--- config.mk ---
export PLATFORM = sky130hd
export DESIGN_NAME = rename_unit_flat
export DESIGN_NICKNAME = d
export VERILOG_FILES = /design/src/rtl/rename_unit_pkg.sv /design/src/rtl/rename_unit_if.sv /design/src/rtl/rename_unit_lowbit_select.sv /design/src/rtl/rename_unit.sv /design/src/flat_wrapper.sv
export SDC_FILE = /design/constraint.sdc
export NUM_CORES = 1
export LEC_CHECK = 0
export CORE_MARGIN = 8
export CORE_UTILIZATION = 40
export CTS_CLUSTER_DIAMETER = 50
export DETAILED_ROUTE_END_ITERATION = 8
export SLEW_MARGIN = 20
export SYNTH_ARGS = -nofsm -noshare
export SYNTH_HDL_FRONTEND = slang
export SYNTH_SLANG_ARGS = --single-unit
--- constraint.sdc ---
create_clock -name clk -period 15.7 [get_ports clk]
set_clock_uncertainty 0.15 [all_clocks]
set_input_delay 3.14 -clock clk [delete_from_list [all_inputs] [get_ports clk]]
set_output_delay 3.14 -clock clk [all_outputs]
set_load 0.005 [all_outputs]
--- src/rtl/rename_unit_pkg.sv ---
// Shared sizing helpers and index types for the rename stage.
package rename_unit_pkg;

  localparam int unsigned ARCH_REGS_DEF = 32'd8;
  localparam int unsigned PHYS_REGS_DEF = 32'd16;
  localparam int unsigned N_SRC_DEF     = 32'd2;

  // Bits needed to index n entries; never less than one bit.
  function automatic int unsigned idx_w(input int unsigned n);
    if (n <= 32'd2) begin
      return 32'd1;
    end else begin
      return $clog2(n);
    end
  endfunction

  localparam int unsigned AW_DEF = idx_w(ARCH_REGS_DEF);
  localparam int unsigned PW_DEF = idx_w(PHYS_REGS_DEF);

  typedef logic [AW_DEF-1:0] arch_idx_t;
  typedef logic [PW_DEF-1:0] phys_idx_t;

endpackage

--- src/rtl/rename_unit_if.sv ---
// Decode-side rename request/response bundle plus the retire channel.
interface rename_unit_if #(
  parameter int unsigned ARCH_REGS = rename_unit_pkg::ARCH_REGS_DEF,
  parameter int unsigned PHYS_REGS = rename_unit_pkg::PHYS_REGS_DEF,
  parameter int unsigned N_SRC     = rename_unit_pkg::N_SRC_DEF
);
  import rename_unit_pkg::*;

  localparam int unsigned AW = idx_w(ARCH_REGS);
  localparam int unsigned PW = idx_w(PHYS_REGS);

  logic                  rn_valid;
  logic                  rn_ready;
  logic [N_SRC*AW-1:0]   rn_src_arch;
  logic [N_SRC-1:0]      rn_src_ena;
  logic [AW-1:0]         rn_dst_arch;
  logic                  rn_dst_ena;
  logic [N_SRC*PW-1:0]   rn_src_phys;
  logic [N_SRC-1:0]      rn_src_ena_o;
  logic [2*PW-1:0]       rn_wbs;
  logic                  ret_valid;
  logic [AW-1:0]         ret_arch;
  logic [PW-1:0]         ret_phys;

  // Decode / retire side drives requests and observes the mapping results.
  modport master (
    output rn_valid, rn_src_arch, rn_src_ena, rn_dst_arch, rn_dst_ena,
    output ret_valid, ret_arch, ret_phys,
    input  rn_ready, rn_src_phys, rn_src_ena_o, rn_wbs
  );

  // Rename unit side.
  modport slave (
    input  rn_valid, rn_src_arch, rn_src_ena, rn_dst_arch, rn_dst_ena,
    input  ret_valid, ret_arch, ret_phys,
    output rn_ready, rn_src_phys, rn_src_ena_o, rn_wbs
  );

endinterface

--- src/rtl/rename_unit_lowbit_select.sv ---
// Lowest-set-bit encoder: returns the index of the lowest set request bit.
module rename_unit_lowbit_select #(
  parameter int unsigned WIDTH = rename_unit_pkg::PHYS_REGS_DEF,
  parameter int unsigned IW    = rename_unit_pkg::idx_w(WIDTH)
) (
  input  logic [WIDTH-1:0] req,
  output logic [IW-1:0]    idx,
  output logic             found
);

  // Scan upward and latch the first set bit; idx is 0 when nothing is set.
  always_comb begin
    idx   = '0;
    found = 1'b0;
    for (int i = 0; i < int'(WIDTH); i++) begin
      if (req[i] && !found) begin
        idx   = IW'(i);
        found = 1'b1;
      end else begin
        idx   = idx;
        found = found;
      end
    end
  end

endmodule

--- src/rtl/rename_unit.sv ---
// Register rename stage: speculative map (SRAT), committed map (CRAT),
// a claimed-register bitmap with lowest-index allocation, and a free counter.
module rename_unit #(
  parameter int unsigned ARCH_REGS = rename_unit_pkg::ARCH_REGS_DEF,
  parameter int unsigned PHYS_REGS = rename_unit_pkg::PHYS_REGS_DEF,
  parameter int unsigned N_SRC     = rename_unit_pkg::N_SRC_DEF
) (
  input  logic                       clk,
  input  logic                       rst,
  input  logic                       ena,
  input  logic                       flush,
  rename_unit_if.slave               rn,
  output logic [$clog2(PHYS_REGS):0] free_count
);
  import rename_unit_pkg::*;

  localparam int unsigned AW = idx_w(ARCH_REGS);
  localparam int unsigned PW = idx_w(PHYS_REGS);
  localparam int unsigned CW = $clog2(PHYS_REGS) + 1;

  logic [PW-1:0]        srat_q [ARCH_REGS];
  logic [PW-1:0]        srat_d [ARCH_REGS];
  logic [PW-1:0]        crat_q [ARCH_REGS];
  logic [PW-1:0]        crat_d [ARCH_REGS];
  logic [PHYS_REGS-1:0] claimed_q;
  logic [PHYS_REGS-1:0] claimed_d;
  logic [CW-1:0]        free_count_q;
  logic [CW-1:0]        free_count_d;

  logic [PW-1:0]        alloc_idx_s;
  logic                 any_free_s;
  logic                 ready_s;
  logic                 alloc_s;

  // Allocation always picks the lowest unclaimed register of the pre-edge bitmap.
  rename_unit_lowbit_select #(
    .WIDTH (PHYS_REGS),
    .IW    (PW)
  ) u_alloc_sel (
    .req   (~claimed_q),
    .idx   (alloc_idx_s),
    .found (any_free_s)
  );

  // Handshake: flush cycles and a full bitmap (for dst requests) block renames.
  always_comb begin
    ready_s = rst & ena & ~flush & (~rn.rn_dst_ena | any_free_s);
    alloc_s = rn.rn_valid & ready_s & rn.rn_dst_ena;
  end

  // Zero-latency lookups from the current SRAT; same-request dst sees old mapping.
  always_comb begin
    rn.rn_ready     = ready_s;
    rn.rn_src_ena_o = rn.rn_src_ena;
    rn.rn_src_phys  = '0;
    for (int s = 0; s < int'(N_SRC); s++) begin
      if (rn.rn_src_ena[s]) begin
        rn.rn_src_phys[s*PW +: PW] = srat_q[rn.rn_src_arch[s*AW +: AW]];
      end else begin
        rn.rn_src_phys[s*PW +: PW] = '0;
      end
    end
    if (rn.rn_dst_ena) begin
      rn.rn_wbs = {srat_q[rn.rn_dst_arch], alloc_idx_s};
    end else begin
      rn.rn_wbs = '0;
    end
  end

  // Next state: allocate, then retire, then flush rebuilds from post-retire CRAT.
  always_comb begin
    srat_d    = srat_q;
    crat_d    = crat_q;
    claimed_d = claimed_q;

    if (alloc_s) begin
      srat_d[rn.rn_dst_arch] = alloc_idx_s;
      claimed_d[alloc_idx_s] = 1'b1;
    end else begin
      claimed_d = claimed_d;
    end

    if (rn.ret_valid) begin
      if (crat_q[rn.ret_arch] != rn.ret_phys) begin
        claimed_d[crat_q[rn.ret_arch]] = 1'b0;
      end else begin
        claimed_d = claimed_d;
      end
      crat_d[rn.ret_arch] = rn.ret_phys;
    end else begin
      crat_d = crat_d;
    end

    if (flush) begin
      srat_d    = crat_d;
      claimed_d = '0;
      for (int a = 0; a < int'(ARCH_REGS); a++) begin
        claimed_d[crat_d[a]] = 1'b1;
      end
    end else begin
      srat_d = srat_d;
    end

    free_count_d = '0;
    for (int p = 0; p < int'(PHYS_REGS); p++) begin
      free_count_d = free_count_d + {{(CW-1){1'b0}}, ~claimed_d[p]};
    end
  end

  // State registers; reset restores identity maps and claims the low registers.
  always_ff @(posedge clk) begin
    if (!rst) begin
      for (int unsigned a = 0; a < ARCH_REGS; a++) begin
        srat_q[a] <= PW'(a);
        crat_q[a] <= PW'(a);
      end
      for (int unsigned p = 0; p < PHYS_REGS; p++) begin
        claimed_q[p] <= (p < ARCH_REGS) ? 1'b1 : 1'b0;
      end
      free_count_q <= CW'(PHYS_REGS - ARCH_REGS);
    end else begin
      srat_q       <= srat_d;
      crat_q       <= crat_d;
      claimed_q    <= claimed_d;
      free_count_q <= free_count_d;
    end
  end

  assign free_count = free_count_q;

endmodule
--- src/flat_wrapper.sv ---
// flat-port wrapper written by rule: the top's interface ports become plain ports
module rename_unit_flat import rename_unit_pkg::*;
#(
  parameter int unsigned ARCH_REGS = rename_unit_pkg::ARCH_REGS_DEF,
  parameter int unsigned PHYS_REGS = rename_unit_pkg::PHYS_REGS_DEF,
  parameter int unsigned N_SRC     = rename_unit_pkg::N_SRC_DEF
)
  (clk, rst, ena, flush, free_count, rn_rn_valid, rn_rn_src_arch, rn_rn_src_ena, rn_rn_dst_arch, rn_rn_dst_ena, rn_ret_valid, rn_ret_arch, rn_ret_phys, rn_rn_ready, rn_rn_src_phys, rn_rn_src_ena_o, rn_rn_wbs);
  rename_unit_if #(.ARCH_REGS(ARCH_REGS), .PHYS_REGS(PHYS_REGS), .N_SRC(N_SRC)) rn_i ();
  input  logic clk;
  input  logic rst;
  input  logic ena;
  input  logic flush;
  output logic [$clog2(PHYS_REGS):0] free_count;
  input wire logic [$bits(rn_i.rn_valid)-1:0] rn_rn_valid;
  input wire logic [$bits(rn_i.rn_src_arch)-1:0] rn_rn_src_arch;
  input wire logic [$bits(rn_i.rn_src_ena)-1:0] rn_rn_src_ena;
  input wire logic [$bits(rn_i.rn_dst_arch)-1:0] rn_rn_dst_arch;
  input wire logic [$bits(rn_i.rn_dst_ena)-1:0] rn_rn_dst_ena;
  input wire logic [$bits(rn_i.ret_valid)-1:0] rn_ret_valid;
  input wire logic [$bits(rn_i.ret_arch)-1:0] rn_ret_arch;
  input wire logic [$bits(rn_i.ret_phys)-1:0] rn_ret_phys;
  output wire logic [$bits(rn_i.rn_ready)-1:0] rn_rn_ready;
  output wire logic [$bits(rn_i.rn_src_phys)-1:0] rn_rn_src_phys;
  output wire logic [$bits(rn_i.rn_src_ena_o)-1:0] rn_rn_src_ena_o;
  output wire logic [$bits(rn_i.rn_wbs)-1:0] rn_rn_wbs;
  assign rn_i.rn_valid = rn_rn_valid;
  assign rn_i.rn_src_arch = rn_rn_src_arch;
  assign rn_i.rn_src_ena = rn_rn_src_ena;
  assign rn_i.rn_dst_arch = rn_rn_dst_arch;
  assign rn_i.rn_dst_ena = rn_rn_dst_ena;
  assign rn_i.ret_valid = rn_ret_valid;
  assign rn_i.ret_arch = rn_ret_arch;
  assign rn_i.ret_phys = rn_ret_phys;
  assign rn_rn_ready = rn_i.rn_ready;
  assign rn_rn_src_phys = rn_i.rn_src_phys;
  assign rn_rn_src_ena_o = rn_i.rn_src_ena_o;
  assign rn_rn_wbs = rn_i.rn_wbs;
  rename_unit #(.ARCH_REGS(ARCH_REGS), .PHYS_REGS(PHYS_REGS), .N_SRC(N_SRC)) u_core (.clk(clk), .rst(rst), .ena(ena), .flush(flush), .rn(rn_i), .free_count(free_count));
endmodule
; Yosys cells after proc, flatten, opt, wreduce, memory -nomap -nowiden
; Index checks and enable logic that the tools add are counted.
[totals]
register_bits = 85
rom_bits = 0
ram_bits = 0
latch_bits = 0
inputBits = 25
memories = 0
elab_cells = 221
[op_classes]
n_mux = 79
bitwise = 39
mul = 0
eq_ne = 1
order_cmp = 26
add_sub_neg = 15
div = 0
shifts = 0
n_reduce_logical = 43
[ops]
columns = cell, n
row1 = $or 16x16->16, 8
row2 = $mux 4, 26
row3 = $mux 32, 3
row4 = $add 5x1->5, 14
row5 = $bwmux 32, 2
row6 = $mux 16, 4
row7 = $lt 4x5->1 const B, 10
row8 = $bmux 4 s3, 4
row9 = $demux 1 s4, 10
row10 = $ge 4x1->1 const B, 10
row11 = $not 16->16, 2
row12 = $logic_and 1x1->1, 27
row13 = $mux 1, 27
row14 = $demux 4 s3, 2
row15 = $not 1->1, 18
row16 = $and 16x16->16, 1
row17 = $ge 4x4->1 const B, 4
row18 = $not 3->4, 4
row19 = $logic_not 1->1, 15
row20 = $lt 4x1->1 const B, 2
row21 = $mux 8, 1
row22 = $and 1x1->1, 5
row23 = $ne 4x4->1, 1
row24 = $add 1x1->2, 1
row25 = other kinds (2), 2

; Longest topological paths before layout
; Gate-level depths: netlist of the first run.
[depth]
ltp_word = 73
ltp_mapped = 22
depth_no_buf = 18

; Modules after synthesis
; Synthesis of the first run repeated with hierarchy kept, for this count alone.
[hier_totals]
cells_unflattened = 913
hier_area_um2 = 7457.2
[modules_own_cells]
columns = mod, area_each_um2, instances, cells_per_inst
row1 = rename_unit, 7273.2, 1, 883
row2 = rename_unit_lowbit_select, 183.9, 1, 30

; Worst setup path after synthesis of the first run
; OpenSTA, ideal clock, no wires.
[synth_path]
kind = in2reg
start = in rn_ret_arch[1]
end = reg u_core.free_count_q[2], in the netlist u_core.free_count[2]
path_buffers = 1
required_time_ns = 15.470
arrival_time_ns = 8.095
stages = 16
slack_ns = 7.375
path_cell_list = buf_6 -> mux4_2 -> mux2_4 -> xnor2_4 -> nor4b_4 -> nor4_1 -> or3_1 -> fa_1 -> fa_1 -> inv_1 -> fa_1 -> fa_1 -> fa_1 -> fa_1 -> nor2b_1 -> nor3b_1
[synth_between]
elab_chain_cells = 35
word_cells_on_any_way = 100
cone_classes = 15 x add/sub / 20 x order compare / 1 x eq/ne / 28 x mux / 26 x bitwise / 10 x reduce/logical
[synth_lines]
columns = item, line_no
row1 = "start, declared", flat_wrapper.sv:21  ; input wire logic [$bits(rn_i.ret_arch)-1:0] rn_ret_arch;
row2 = $not 3->4 (not written as such) *, "rename_unit.sv:84, rename_unit.sv:85, rename_unit.sv:89"
row3 = $ge 4x4->1 (not written as such) or $lt 4x1->1 (tied branches), rename_unit.sv:89  ; crat_d[rn.ret_arch] = rn.ret_phys;
row4 = $logic_and 1x1->1 (not written as such), rename_unit.sv:89
row5 = $mux 4 (not written as such), rename_unit.sv:89
row6 = $demux 4 s3, rename_unit.sv:89
row7 = $bwmux 32, rename_unit.sv:89
row8 = $mux 32, rename_unit.sv:83  ; if (rn.ret_valid) begin
row9 = $lt 4x5->1 (not written as such) or $ge 4x1->1 (tied branches), rename_unit.sv:98  ; claimed_d[crat_d[a]] = 1'b1;
row10 = $logic_and 1x1->1 (not written as such), rename_unit.sv:98
row11 = $mux 1 (not written as such), rename_unit.sv:98
row12 = $demux 1 s4, n/a
row13 = $or 16x16->16 (no source line) (7 in a row), n/a
row14 = $mux 16 *, rename_unit.sv:94  ; if (flush) begin
row15 = $not 1->1, rename_unit.sv:106  ; free_count_d = free_count_d + {{(CW-1){1'b0}}, ~claimed_d[p]};
row16 = $add 1x1->2, rename_unit.sv:106
row17 = $add 5x1->5 (13 in a row), rename_unit.sv:106
row18 = $add 5x1->5 *, rename_unit.sv:106
row19 = "end signal, assigned", rename_unit.sv:120  ; free_count_q <= CW'(PHYS_REGS - ARCH_REGS);
row20 = "end signal, assigned", rename_unit.sv:125  ; free_count_q <= free_count_d;
row21 = "end, declared", rename_unit.sv:27  ; logic [CW-1:0] free_count_q;
; Mark *: on every way between the ends. The rest lies on a longest branch, timed or not. The select of a mux whose other input is x is not followed.
; A chain may end at the register's enable or synchronous reset.

; Worst setup path in the final report of the first run
[layout_path]
start = in rn_ret_valid
end = reg u_core.free_count_q[2], in the netlist u_core.free_count[2]
[layout_between]
word_cells_on_any_way = 81
cone_classes = 15 x add/sub / 16 x order compare / 19 x mux / 23 x bitwise / 8 x reduce/logical
[layout_rtl]
columns = item, line_no
row1 = "start, declared", flat_wrapper.sv:20  ; input wire logic [$bits(rn_i.ret_valid)-1:0] rn_ret_valid;
row2 = $mux 32, rename_unit.sv:83
row3 = $lt 4x5->1 (not written as such) or $ge 4x1->1 (tied branches), rename_unit.sv:98
row4 = $logic_and 1x1->1 (not written as such), rename_unit.sv:98
row5 = $mux 1 (not written as such), rename_unit.sv:98
row6 = $demux 1 s4, n/a
row7 = $or 16x16->16 (no source line) (7 in a row), n/a
row8 = $mux 16 *, rename_unit.sv:94
row9 = net u_core.claimed_d[3], rename_unit.sv:26  ; logic [PHYS_REGS-1:0] claimed_d;
row10 = $not 1->1 *, rename_unit.sv:106
row11 = $add 5x1->5 * (13 in a row), rename_unit.sv:106
; Mark *: on every way through the listed nets, which the timed path passes. The rest lies on a longest branch.

==> impl_metrics.xml, run 1 <==
<?xml version="1.0" encoding="UTF-8"?>
<metrics>
  <group name="worst_setup_path">
    <metric name="worst-endpoint-arrival" unit="ps">9600</metric>
    <metric name="reg2regPathDepth" unit="">15</metric>
    <metric name="cp_max_fo" unit="">27</metric>
    <metric name="critical_path_required" unit="ps">15820</metric>
    <metric name="category_of_the_worst_setup_path_capture_point" unit="">register</metric>
    <metric name="critPathKind" unit="">input port to register</metric>
    <metric name="crit_start_category" unit="">input port</metric>
  </group>
  <group name="place">
    <metric name="placed_cells_incl_taps" unit="">1112</metric>
    <metric name="setup_ws_pre_cts" unit="ps">5900</metric>
    <metric name="buffer_ports.inserted" unit="">48</metric>
    <metric name="finalWeightedCongestion" unit="">1.09</metric>
    <metric name="dp_hpwl" unit="um">22200</metric>
  </group>
  <group name="flow_run">
    <metric name="max_cap_violations" unit="">0</metric>
  </group>
  <group name="timing">
    <metric name="setup_repair_after_global_routing_missed_its_margin" unit="">false</metric>
    <metric name="min_period" unit="ps">9480</metric>
    <metric name="worstMarginPinSlew" unit="ps">1030</metric>
    <metric name="slew-limit-headroom" unit="%">31.3</metric>
    <metric name="finalMaxSlewViolations" unit="">0</metric>
    <metric name="layout_worst_path_cycle_share" unit="%">60.4</metric>
    <metric name="finalWorstSetupSlack" unit="ps">6220</metric>
    <metric name="timing.setup.tns" unit="ps">0</metric>
    <metric name="hold_viol" unit="">0</metric>
    <metric name="hold_ws" unit="ps">362</metric>
    <metric name="report.final.setup_viol" unit="">0</metric>
    <metric name="fmaxAchievable" unit="GHz">0.106</metric>
  </group>
  <group name="synthesis">
    <metric name="top_area_cells_in_the_synthesized_netlist" unit="">sky130_fd_sc_hd__dfxtp_1, sky130_fd_sc_hd__mux4_2, sky130_fd_sc_hd__mux2i_1</metric>
    <metric name="syn_nets" unit="">933</metric>
    <metric name="synth-seq-cells" unit="">85</metric>
    <metric name="postSynth.asyncResetShare" unit="%">0</metric>
    <metric name="synthDominantCellAreaShare" unit="%">22.9</metric>
    <metric name="yosys_warnings" unit="">0</metric>
    <metric name="synth_enable_flop_cells" unit="">0</metric>
    <metric name="synth_largest_area_cell" unit="">sky130_fd_sc_hd__dfxtp_1</metric>
    <metric name="yosysSeqAreaShare" unit="%">22.9</metric>
    <metric name="synthesized_netlist_cell_count" unit="">893</metric>
    <metric name="synthesized_cell_area" unit="um2">7420</metric>
    <metric name="leading_register_cell_type_out_of_synthesis" unit="">sky130_fd_sc_hd__dfxtp_1</metric>
    <metric name="syn_avg_cell_area" unit="um2">8.31</metric>
    <metric name="synth_cell_types" unit="">83</metric>
  </group>
  <group name="floorplan">
    <metric name="area_of_the_die" unit="um2">23200</metric>
    <metric name="core_region_area" unit="um2">18500</metric>
    <metric name="effective_utilization_at_floorplan" unit="%">40.2</metric>
    <metric name="die_w" unit="um">152</metric>
    <metric name="rows" unit="">50</metric>
    <metric name="top_level_ports" unit="">49</metric>
    <metric name="die_h" unit="um">152</metric>
  </group>
  <group name="min_path">
    <metric name="hold_path.class" unit="">register to register</metric>
    <metric name="whs_path_depth" unit="">2</metric>
  </group>
  <group name="pwr">
    <metric name="powerDensity" unit="nW/um2">81.5</metric>
    <metric name="p_leak" unit="nW">2.83</metric>
    <metric name="max-vdd-ir-drop" unit="mV">0.0581</metric>
  </group>
  <group name="finish">
    <metric name="final_cells" unit="">1128</metric>
    <metric name="layout-area-overhead-vs-synth" unit="%">11.3</metric>
    <metric name="finalNetCount" unit="">929</metric>
    <metric name="layout.cells.most_common_list" unit="">sky130_fd_sc_hd__dfxtp_1, sky130_fd_sc_hd__nand2_1, sky130_fd_sc_hd__nor2_1</metric>
    <metric name="fillers" unit="">1868</metric>
    <metric name="leading_cell_type_in_the_layout_fill_and_taps_excluded" unit="">sky130_fd_sc_hd__dfxtp_1</metric>
    <metric name="drive_above_1_share" unit="%">9.51</metric>
    <metric name="num_antenna_cells" unit="">0</metric>
  </group>
  <group name="global_routing">
    <metric name="grt_pass1_wl" unit="um">44700</metric>
    <metric name="overall_global_routing_resource_usage" unit="%">24.7</metric>
    <metric name="antenna_found_initial" unit="">1</metric>
    <metric name="first_global_vias" unit="">7099</metric>
    <metric name="largest_net_degree_at_the_start_of_global_routing" unit="">87</metric>
    <metric name="overflow" unit="">0</metric>
  </group>
  <group name="routing">
    <metric name="drt_iter0_markers" unit="">1177</metric>
    <metric name="drc_violations_left" unit="">0</metric>
    <metric name="vias_per_cell" unit="">6.74</metric>
    <metric name="detail_route.wl_per_cell" unit="um">25.8</metric>
    <metric name="dr_total_vias" unit="">7605</metric>
    <metric name="drt_wl_total" unit="um">29100</metric>
    <metric name="antenna_left" unit="">0</metric>
    <metric name="detail_route.first_pass.iterations" unit="">9</metric>
  </group>
  <group name="cts">
    <metric name="clk_transition_reported_paths" unit="ps">70</metric>
    <metric name="cts-root-buf" unit="">sky130_fd_sc_hd__clkbuf_16</metric>
    <metric name="cts_sinks" unit="">85</metric>
    <metric name="clock_tree_from_tritoncts" unit="">yes</metric>
    <metric name="post_cts_hold_buffer_count" unit="">0</metric>
    <metric name="max-clock-path-buffers" unit="">2</metric>
    <metric name="insertion_delay" unit="ps">340</metric>
    <metric name="post_cts.repair.setup_buffers" unit="">0</metric>
    <metric name="cts.htree.levels" unit="">3</metric>
    <metric name="number_of_buffers_created_by_cts" unit="">9</metric>
    <metric name="cts_repair_resize_count" unit="">0</metric>
  </group>
  <group name="outcome">
    <metric name="run_status" unit="">completed</metric>
  </group>
</metrics>
## worst max-delay path, stage by stage
cell	delay, ps
sky130_fd_sc_hd__clkdlybuf4s50_1	1150
sky130_fd_sc_hd__nand4_1	510
sky130_fd_sc_hd__nand3_1	260
sky130_fd_sc_hd__o31ai_1	80
sky130_fd_sc_hd__or4_1	540
sky130_fd_sc_hd__nor4_1	480
sky130_fd_sc_hd__nor3_1	130
sky130_fd_sc_hd__fa_1	560
sky130_fd_sc_hd__inv_1	50
sky130_fd_sc_hd__fa_1	470
sky130_fd_sc_hd__inv_1	50
sky130_fd_sc_hd__fa_1	480
sky130_fd_sc_hd__fa_1	520
sky130_fd_sc_hd__fa_1	470
sky130_fd_sc_hd__fa_1	410
sky130_fd_sc_hd__nor2b_1	150
sky130_fd_sc_hd__nor3b_1	150
## cell type report
cell class              instances  area, um2  share of cell area [%]
clock buffers                  11        243                    2.94
well taps                     234        293                    3.55
flip-flops and latches         85       1700                    20.6
multi-input cells             711       5310                    64.3
clock inverters                 5       58.8                   0.712
inverters                      21       78.8                   0.955
repair buffers                 61        573                    6.94
## logic make-up after synthesis
group	Yosys count	share of synthesized area, %
compound gates	191	19.6
xor+xnor	3	0.607
fa+ha+maj	15	3.54
buf+inv	97	5.87
flops	85	22.9
mux	75	15.1
simple gates	427	32.4
## cells in the mapped netlist (all sizes together), types with 8 or more instances
cell / instances
o31ai: 11
and2: 10
nand3b: 8
nor2b: 57
o21ai: 30
a21oi: 14
dfxtp: 85
nor2: 68
nand3: 35
inv: 21
mux2i: 44
nor3: 34
o211ai: 9
nor4: 22
mux4: 29
nand2b: 29
nand2: 83
a221oi: 11
a221o: 13
fa: 10
nand4: 19
clkbuf: 49
a21boi: 14
buf: 27
a311oi: 13
o22ai: 10
or3: 9
## through the flow
stage	power, mW	instance area (um2)	util, %
2_1_floorplan	0.388	7420	-
3_3_place_gp	0.457	7950	43.1
3_5_place_dp	0.455	7950	43.1
4_1_cts	0.675	8250	44.7
5_1_grt	0.717	8260	44.7
6_report	0.673	8260	44.7
## sequential cells by signal, indices dropped and copies added, names as in the netlist
| register | flops |
|---|---|
| u_core.free_count | 5 |
| u_core.crat_q | 32 |
| u_core.claimed_q | 16 |
| u_core.srat_q | 32 |
## path summary, 6_finish.rpt
path                                                startpoint                         endpoint  slack, ps
worst max-delay path                              rn_ret_valid  u_core.free_count[2]$_SDFF_PN0_       6220
worst min-delay path            u_core.srat_q[11]$_SDFFE_PN0P_   u_core.srat_q[11]$_SDFFE_PN0P_        360
worst min register to register  u_core.srat_q[11]$_SDFFE_PN0P_   u_core.srat_q[11]$_SDFFE_PN0P_        360
worst max register to register  u_core.claimed_q[5]$_SDFF_PN1_  u_core.free_count[2]$_SDFF_PN0_       9700
## where the power goes
group / switching, mW / internal (mW)
clock network: 0.0917 / 0.128
logic: 0.121 / 0.0931
registers: 0.0121 / 0.228
total: 0.224 / 0.449
## metal layers
layer / track usage (%) / vias to the layer above / part of all wire [%]
li1: - / 3400 / -
met1: 34.2 / 3642 / 45
met2: 36.0 / 457 / 41
met3: 5.73 / 104 / 9.5
met4: 10.4 / 2 / 4.4
met5: 0 / - / 0.045
(Power assumes the default switching activity.)
==> run 2: changes to the inputs <==
==> constraint.sdc (replaced) <==
create_clock -name clk -period 8.1 [get_ports clk]
set_clock_uncertainty 0.15 [all_clocks]
set_input_delay 1.62 -clock clk [delete_from_list [all_inputs] [get_ports clk]]
set_output_delay 1.62 -clock clk [all_outputs]
set_load 0.005 [all_outputs]
==> impl_metrics.xml, run 2 (synthesis gave the netlist of run 1 again) <==
<?xml version="1.0" encoding="UTF-8"?>
<metrics>
  <group name="timing">
    <metric name="hold_viol" unit="">0</metric>
    <metric name="min_period" unit="ps">7620</metric>
    <metric name="report.final.setup_viol" unit="">0</metric>
    <metric name="timing.setup.tns" unit="ps">0</metric>
    <metric name="slew-limit-headroom" unit="%">26.1</metric>
    <metric name="layout_worst_path_cycle_share" unit="%">94.1</metric>
    <metric name="worstMarginPinSlew" unit="ps">1110</metric>
    <metric name="fmaxAchievable" unit="GHz">0.131</metric>
    <metric name="setup_repair_after_global_routing_missed_its_margin" unit="">false</metric>
    <metric name="finalMaxSlewViolations" unit="">0</metric>
  </group>
  <group name="routing">
    <metric name="antenna_left" unit="">0</metric>
    <metric name="drt_iter0_markers" unit="">1123</metric>
    <metric name="drc_violations_left" unit="">0</metric>
    <metric name="detail_route.wl_per_cell" unit="um">27.2</metric>
    <metric name="dr_total_vias" unit="">7749</metric>
    <metric name="detail_route.first_pass.iterations" unit="">6</metric>
    <metric name="vias_per_cell" unit="">6.74</metric>
    <metric name="drt_wl_total" unit="um">31300</metric>
  </group>
  <group name="worst_setup_path">
    <metric name="category_of_the_worst_setup_path_capture_point" unit="">register</metric>
    <metric name="terminus_of_the_critical_flop_to_flop_path" unit="">u_core.free_count[2]$_SDFF_PN0_</metric>
    <metric name="worst-endpoint-arrival" unit="ps">7730</metric>
    <metric name="crit_start_category" unit="">input port</metric>
    <metric name="critical_path_required" unit="ps">8200</metric>
    <metric name="cp_max_fo" unit="">18</metric>
    <metric name="cpMostUsedCell" unit="">sky130_fd_sc_hd__fa_1</metric>
    <metric name="crit_path_cell_trace" unit="">clkdlybuf4s50_1, nor4bb_4, buf_4, nor4_1, or4_1, nor4_1, nor3_1, fa_1, inv_1, fa_1, inv_1, fa_1, fa_1, fa_1, fa_1, nor2b_1, nor3b_1</metric>
    <metric name="critical_path.max_stage_delay" unit="ps">720</metric>
    <metric name="worst_setup_path_startpoint" unit="">rn_ret_valid</metric>
    <metric name="timing.reg2reg.setup_slack" unit="ps">2000</metric>
    <metric name="timing.critical_path.slowest_stage_cell" unit="">sky130_fd_sc_hd__clkdlybuf4s50_1</metric>
    <metric name="critPathKind" unit="">input port to register</metric>
    <metric name="crit-reg2reg-launch" unit="">u_core.claimed_q[5]$_SDFF_PN1_</metric>
    <metric name="reg2regPathDepth" unit="">14</metric>
  </group>
  <group name="cts">
    <metric name="clock_tree_from_tritoncts" unit="">yes</metric>
    <metric name="number_of_buffers_created_by_cts" unit="">9</metric>
    <metric name="post_cts.repair.setup_buffers" unit="">0</metric>
    <metric name="max-clock-path-buffers" unit="">2</metric>
    <metric name="cts-root-buf" unit="">sky130_fd_sc_hd__clkbuf_16</metric>
    <metric name="post_cts_hold_buffer_count" unit="">0</metric>
    <metric name="insertion_delay" unit="ps">350</metric>
    <metric name="cts_repair_resize_count" unit="">0</metric>
    <metric name="cts_sinks" unit="">85</metric>
    <metric name="clk_transition_reported_paths" unit="ps">80</metric>
    <metric name="cts.htree.levels" unit="">3</metric>
  </group>
  <group name="finish">
    <metric name="leading_cell_type_in_the_layout_fill_and_taps_excluded" unit="">sky130_fd_sc_hd__dfxtp_1</metric>
    <metric name="fillers" unit="">1849</metric>
    <metric name="num_antenna_cells" unit="">0</metric>
    <metric name="drive_above_1_share" unit="%">11.6</metric>
    <metric name="finalNetCount" unit="">950</metric>
    <metric name="layout.cells.most_common_list" unit="">sky130_fd_sc_hd__dfxtp_1, sky130_fd_sc_hd__nand2_1, sky130_fd_sc_hd__nor2_1</metric>
    <metric name="multiInputGateArea" unit="um2">5300</metric>
    <metric name="register_area" unit="um2">1700</metric>
    <metric name="largest_registers_ranked_by_flip_flop_count" unit="">u_core.crat_q: 32 flops, u_core.srat_q: 32 flops, u_core.claimed_q: 16 flops</metric>
    <metric name="layout-area-overhead-vs-synth" unit="%">14.1</metric>
  </group>
  <group name="pwr">
    <metric name="p_leak" unit="nW">2.95</metric>
    <metric name="max-vdd-ir-drop" unit="mV">0.0935</metric>
    <metric name="total_power" unit="mW">1.33</metric>
    <metric name="powerDensity" unit="nW/um2">157</metric>
  </group>
  <group name="flow_run">
    <metric name="max_cap_violations" unit="">0</metric>
  </group>
  <group name="global_routing">
    <metric name="grtUsageMet3" unit="%">7.20</metric>
    <metric name="first_global_vias" unit="">7326</metric>
    <metric name="largest_net_degree_at_the_start_of_global_routing" unit="">86</metric>
    <metric name="most_crowded_layer_gr" unit="">met2</metric>
    <metric name="grt_pass1_wl" unit="um">47500</metric>
    <metric name="overflow" unit="">0</metric>
    <metric name="grt_met1_use" unit="%">35.8</metric>
    <metric name="antenna_found_initial" unit="">0</metric>
    <metric name="gr-usage-met2" unit="%">38.3</metric>
    <metric name="overall_global_routing_resource_usage" unit="%">26.6</metric>
  </group>
  <group name="floorplan">
    <metric name="top_level_ports" unit="">49</metric>
    <metric name="die_w" unit="um">152</metric>
    <metric name="area_of_the_die" unit="um2">23200</metric>
    <metric name="core_region_area" unit="um2">18500</metric>
    <metric name="die_h" unit="um">152</metric>
    <metric name="rows" unit="">50</metric>
    <metric name="effective_utilization_at_floorplan" unit="%">40.2</metric>
  </group>
  <group name="min_path">
    <metric name="whs_path_depth" unit="">2</metric>
    <metric name="hold_path.class" unit="">register to register</metric>
    <metric name="startpoint_of_the_tightest_hold_check_path" unit="">u_core.srat_q[13]$_SDFFE_PN0P_</metric>
    <metric name="holdPathEnd" unit="">u_core.srat_q[13]$_SDFFE_PN0P_</metric>
  </group>
  <group name="place">
    <metric name="finalWeightedCongestion" unit="">1.03</metric>
    <metric name="buffer_ports.inserted" unit="">48</metric>
    <metric name="dp_hpwl" unit="um">24300</metric>
  </group>
  <group name="outcome">
    <metric name="run_status" unit="">completed</metric>
  </group>
</metrics>
run 2: worst max-delay path by stage:
stage / end / slack [ps] / cells past startpoint
after floorplan: u_core.free_count[2]$_SDFF_PN0_ / 1290 / 16
after global placement: u_core.free_count[2]$_SDFF_PN0_ / 300 / 17
after detailed placement: u_core.free_count[2]$_SDFF_PN0_ / 150 / 17
after CTS: u_core.free_count[2]$_SDFF_PN0_ / 470 / 17
after global routing: u_core.free_count[2]$_SDFF_PN0_ / 140 / 17
final: u_core.free_count[2]$_SDFF_PN0_ / 480 / 17
run 2: layout make-up:
class | instances | share of cell area (%)
Inverter | 21 | 0.931
Tap cell | 234 | 3.46
Clock buffer | 10 | 2.82
Clock inverter | 6 | 0.828
Sequential cell | 85 | 20.1
Multi-Input combinational cell | 711 | 62.6
Timing Repair Buffer | 82 | 9.22
run 2: report_power, final:
part           internal (mW)  switching (mW)
Combinational          0.189           0.242
Sequential             0.441          0.0245
Clock                  0.250           0.187
Total                  0.880           0.453
run 2: through the flow:
step	util [%]	cells	setup slack, ps	hold WS (ps)	instance area (um2)
2_1_floorplan	-	893	1290	310	7420
3_3_place_gp	44.2	1133	303	331	8160
3_5_place_dp	44.2	1133	146	341	8160
4_1_cts	45.9	1149	471	351	8470
5_1_grt	45.9	1149	135	393	8470
6_report	45.9	1149	476	350	8470
run 2: routing by layer:
metal,wire [um],up-vias
li1,-,3446
met1,13600,3704
met2,13000,489
met3,2990,110
met4,1700,0
met5,0,-
run 2: critical path: cells and delay by family:
family        cells  cell delay [ps]
fa+ha+maj         6             2900
buf+inv           4             1130
simple gates      7             2080
==> run 3: changes to the inputs <==
==> constraint.sdc (replaced) <==
create_clock -name clk -period 7.7 [get_ports clk]
set_clock_uncertainty 0.15 [all_clocks]
set_input_delay 1.54 -clock clk [delete_from_list [all_inputs] [get_ports clk]]
set_output_delay 1.54 -clock clk [all_outputs]
set_load 0.005 [all_outputs]
==> impl_metrics.xml, run 3 (synthesis gave the netlist of run 1 again) <==
<?xml version="1.0" encoding="UTF-8"?>
<metrics>
  <group name="outcome">
    <metric name="run_status" unit="">completed</metric>
  </group>
  <group name="timing">
    <metric name="layout_worst_path_cycle_share" unit="%">96.9</metric>
    <metric name="hold_viol" unit="">0</metric>
    <metric name="slew-limit-headroom" unit="%">30.1</metric>
    <metric name="worstMarginPinSlew" unit="ps">1040</metric>
    <metric name="report.final.setup_viol" unit="">0</metric>
    <metric name="fmaxAchievable" unit="GHz">0.134</metric>
    <metric name="finalMaxSlewViolations" unit="">0</metric>
    <metric name="min_period" unit="ps">7460</metric>
    <metric name="setup_repair_after_global_routing_missed_its_margin" unit="">false</metric>
  </group>
  <group name="finish">
    <metric name="stdcell_area" unit="um2">8550</metric>
    <metric name="num_antenna_cells" unit="">0</metric>
    <metric name="drive_above_1_share" unit="%">12.7</metric>
    <metric name="layout.cells.most_common_list" unit="">sky130_fd_sc_hd__dfxtp_1, sky130_fd_sc_hd__nand2_1, sky130_fd_sc_hd__nor2_1</metric>
    <metric name="final_cells" unit="">1163</metric>
    <metric name="layout-area-overhead-vs-synth" unit="%">15.2</metric>
    <metric name="leading_cell_type_in_the_layout_fill_and_taps_excluded" unit="">sky130_fd_sc_hd__dfxtp_1</metric>
    <metric name="finalNetCount" unit="">964</metric>
    <metric name="fillers" unit="">1861</metric>
    <metric name="largest_registers_ranked_by_flip_flop_count" unit="">u_core.crat_q: 32 flops, u_core.srat_q: 32 flops, u_core.claimed_q: 16 flops</metric>
  </group>
  <group name="worst_setup_path">
    <metric name="timing.critical_path.buf_inv" unit="">4</metric>
    <metric name="cp_max_fo" unit="">9</metric>
    <metric name="crit-reg2reg-launch" unit="">u_core.claimed_q[5]$_SDFF_PN1_</metric>
    <metric name="crit_path_cell_trace" unit="">clkdlybuf4s50_1, buf_4, or4bb_1, nand2b_1, o22ai_1, or4_1, a211oi_1, buf_4, or3_1, fa_1, fa_1, inv_1, fa_1, fa_1, fa_1, fa_1, nor2b_1, nor3b_1</metric>
    <metric name="worst-endpoint-arrival" unit="ps">7540</metric>
    <metric name="crit_start_category" unit="">input port</metric>
    <metric name="category_of_the_worst_setup_path_capture_point" unit="">register</metric>
    <metric name="critPathKind" unit="">input port to register</metric>
    <metric name="terminus_of_the_critical_flop_to_flop_path" unit="">u_core.free_count[2]$_SDFF_PN0_</metric>
    <metric name="timing.reg2reg.setup_slack" unit="ps">1580</metric>
    <metric name="critPathTopFamily" unit="">adder cells</metric>
    <metric name="critical_path_required" unit="ps">7780</metric>
    <metric name="cpMostUsedCell" unit="">sky130_fd_sc_hd__fa_1</metric>
    <metric name="reg2regPathDepth" unit="">15</metric>
    <metric name="timing.critical_path.slowest_stage_cell" unit="">sky130_fd_sc_hd__or4_1</metric>
    <metric name="critical_path.max_stage_delay" unit="ps">580</metric>
  </group>
  <group name="place">
    <metric name="dp_hpwl" unit="um">24000</metric>
    <metric name="placed_cells_incl_taps" unit="">1147</metric>
    <metric name="buffer_ports.inserted" unit="">48</metric>
    <metric name="post_detailed_placement_cell_area" unit="um2">8280</metric>
    <metric name="finalWeightedCongestion" unit="">1.03</metric>
  </group>
  <group name="global_routing">
    <metric name="overall_global_routing_resource_usage" unit="%">26.2</metric>
    <metric name="grt_pass1_wl" unit="um">47000</metric>
    <metric name="first_global_vias" unit="">7383</metric>
    <metric name="most_crowded_layer_gr" unit="">met2</metric>
    <metric name="grtUsageMet3" unit="%">5.28</metric>
    <metric name="gr-usage-met2" unit="%">39.1</metric>
    <metric name="largest_net_degree_at_the_start_of_global_routing" unit="">86</metric>
    <metric name="antenna_found_initial" unit="">0</metric>
    <metric name="overflow" unit="">0</metric>
    <metric name="grt_met1_use" unit="%">35.8</metric>
  </group>
  <group name="pwr">
    <metric name="powerDensity" unit="nW/um2">158</metric>
    <metric name="total_power" unit="mW">1.35</metric>
    <metric name="max-vdd-ir-drop" unit="mV">0.0952</metric>
    <metric name="p_leak" unit="nW">3.01</metric>
  </group>
  <group name="routing">
    <metric name="detail_route.wl_per_cell" unit="um">26.5</metric>
    <metric name="drt_wl_total" unit="um">30800</metric>
    <metric name="dr_total_vias" unit="">7764</metric>
    <metric name="drc_violations_left" unit="">0</metric>
    <metric name="antenna_left" unit="">0</metric>
    <metric name="detail_route.first_pass.iterations" unit="">6</metric>
    <metric name="drt_iter0_markers" unit="">948</metric>
    <metric name="vias_per_cell" unit="">6.68</metric>
  </group>
  <group name="cts">
    <metric name="max-clock-path-buffers" unit="">2</metric>
    <metric name="clk_transition_reported_paths" unit="ps">60</metric>
    <metric name="number_of_buffers_created_by_cts" unit="">9</metric>
    <metric name="post_cts_hold_buffer_count" unit="">0</metric>
    <metric name="post_cts.repair.setup_buffers" unit="">0</metric>
    <metric name="cts.htree.levels" unit="">3</metric>
    <metric name="cts-root-buf" unit="">sky130_fd_sc_hd__clkbuf_16</metric>
    <metric name="clock_tree_from_tritoncts" unit="">yes</metric>
    <metric name="cts_sinks" unit="">85</metric>
    <metric name="insertion_delay" unit="ps">350</metric>
    <metric name="cts_repair_resize_count" unit="">0</metric>
  </group>
  <group name="min_path">
    <metric name="hold_path.class" unit="">register to register</metric>
    <metric name="whs_path_depth" unit="">2</metric>
    <metric name="startpoint_of_the_tightest_hold_check_path" unit="">u_core.srat_q[4]$_SDFFE_PN0P_</metric>
    <metric name="holdPathEnd" unit="">u_core.srat_q[4]$_SDFFE_PN0P_</metric>
  </group>
  <group name="floorplan">
    <metric name="area_of_the_die" unit="um2">23200</metric>
    <metric name="effective_utilization_at_floorplan" unit="%">40.2</metric>
    <metric name="die_h" unit="um">152</metric>
    <metric name="top_level_ports" unit="">49</metric>
    <metric name="core_region_area" unit="um2">18500</metric>
    <metric name="rows" unit="">50</metric>
    <metric name="die_w" unit="um">152</metric>
  </group>
  <group name="flow_run">
    <metric name="max_cap_violations" unit="">0</metric>
  </group>
</metrics>
run 3: cell types whose count changed in the layout (fill, tap and decap cells not counted), moves of 2 or more:
cell,change
sky130_fd_sc_hd__buf_4,+13
sky130_fd_sc_hd__clkbuf_1,+2
sky130_fd_sc_hd__clkinv_4,+2
sky130_fd_sc_hd__inv_6,-2
run 3: worst max path at each step:
stage	cells after the start	start	slack, ps	end
2_1_floorplan	16	rn_ret_arch[1]	970	u_core.free_count[2]$_SDFF_PN0_
3_3_place_gp	18	rn_ret_valid	30	u_core.free_count[2]$_SDFF_PN0_
3_5_place_dp	18	rn_ret_valid	-20	u_core.free_count[2]$_SDFF_PN0_
4_1_cts	18	rn_ret_valid	310	u_core.free_count[2]$_SDFF_PN0_
5_1_grt	18	rn_ret_valid	40	u_core.free_count[2]$_SDFF_PN0_
6_report	18	rn_ret_valid	240	u_core.free_count[2]$_SDFF_PN0_
run 3: tightest hold or removal path: cells and delay by family, from the launching register on:
kind,cells,cell delay (ps)
flip-flops,1,330
AO/OA/AOI/OAI,1,70
AND/OR/NAND/NOR,1,60
run 3: layout make-up:
| class | count | area [um2] | area share (%) |
|---|---|---|---|
| Inverter | 21 | 78.8 | 0.922 |
| Timing Repair Buffer | 96 | 898 | 10.5 |
| Clock inverter | 5 | 37.5 | 0.439 |
| Tap cell | 234 | 293 | 3.43 |
| Sequential cell | 85 | 1700 | 19.9 |
| Multi-Input combinational cell | 711 | 5300 | 62.1 |
| Clock buffer | 11 | 233 | 2.72 |
run 3: report_power, final:
part	switching, mW	total [mW]	internal (mW)
registers	0.0259	0.490	0.464
logic	0.254	0.458	0.203
clock network	0.187	0.406	0.219
run 3: per-layer routing:
metal | vias to the layer above | wire length, um
met4 | 0 | 1540
met1 | 3705 | 13200
li1 | 3467 | -
met3 | 101 | 2920
met2 | 491 | 13100
met5 | - | 0
run 3: through the flow:
stage	hold slack, ps	util (%)	worst slack, ps	setup TNS (ps)
final	358	46.3	239	0
after global routing	399	46.3	38.3	0
after CTS	354	46.3	312	0
after detailed placement	346	44.8	-21.2	-21.2
after global placement	331	44.8	28.9	0
after floorplan	310	-	975	0
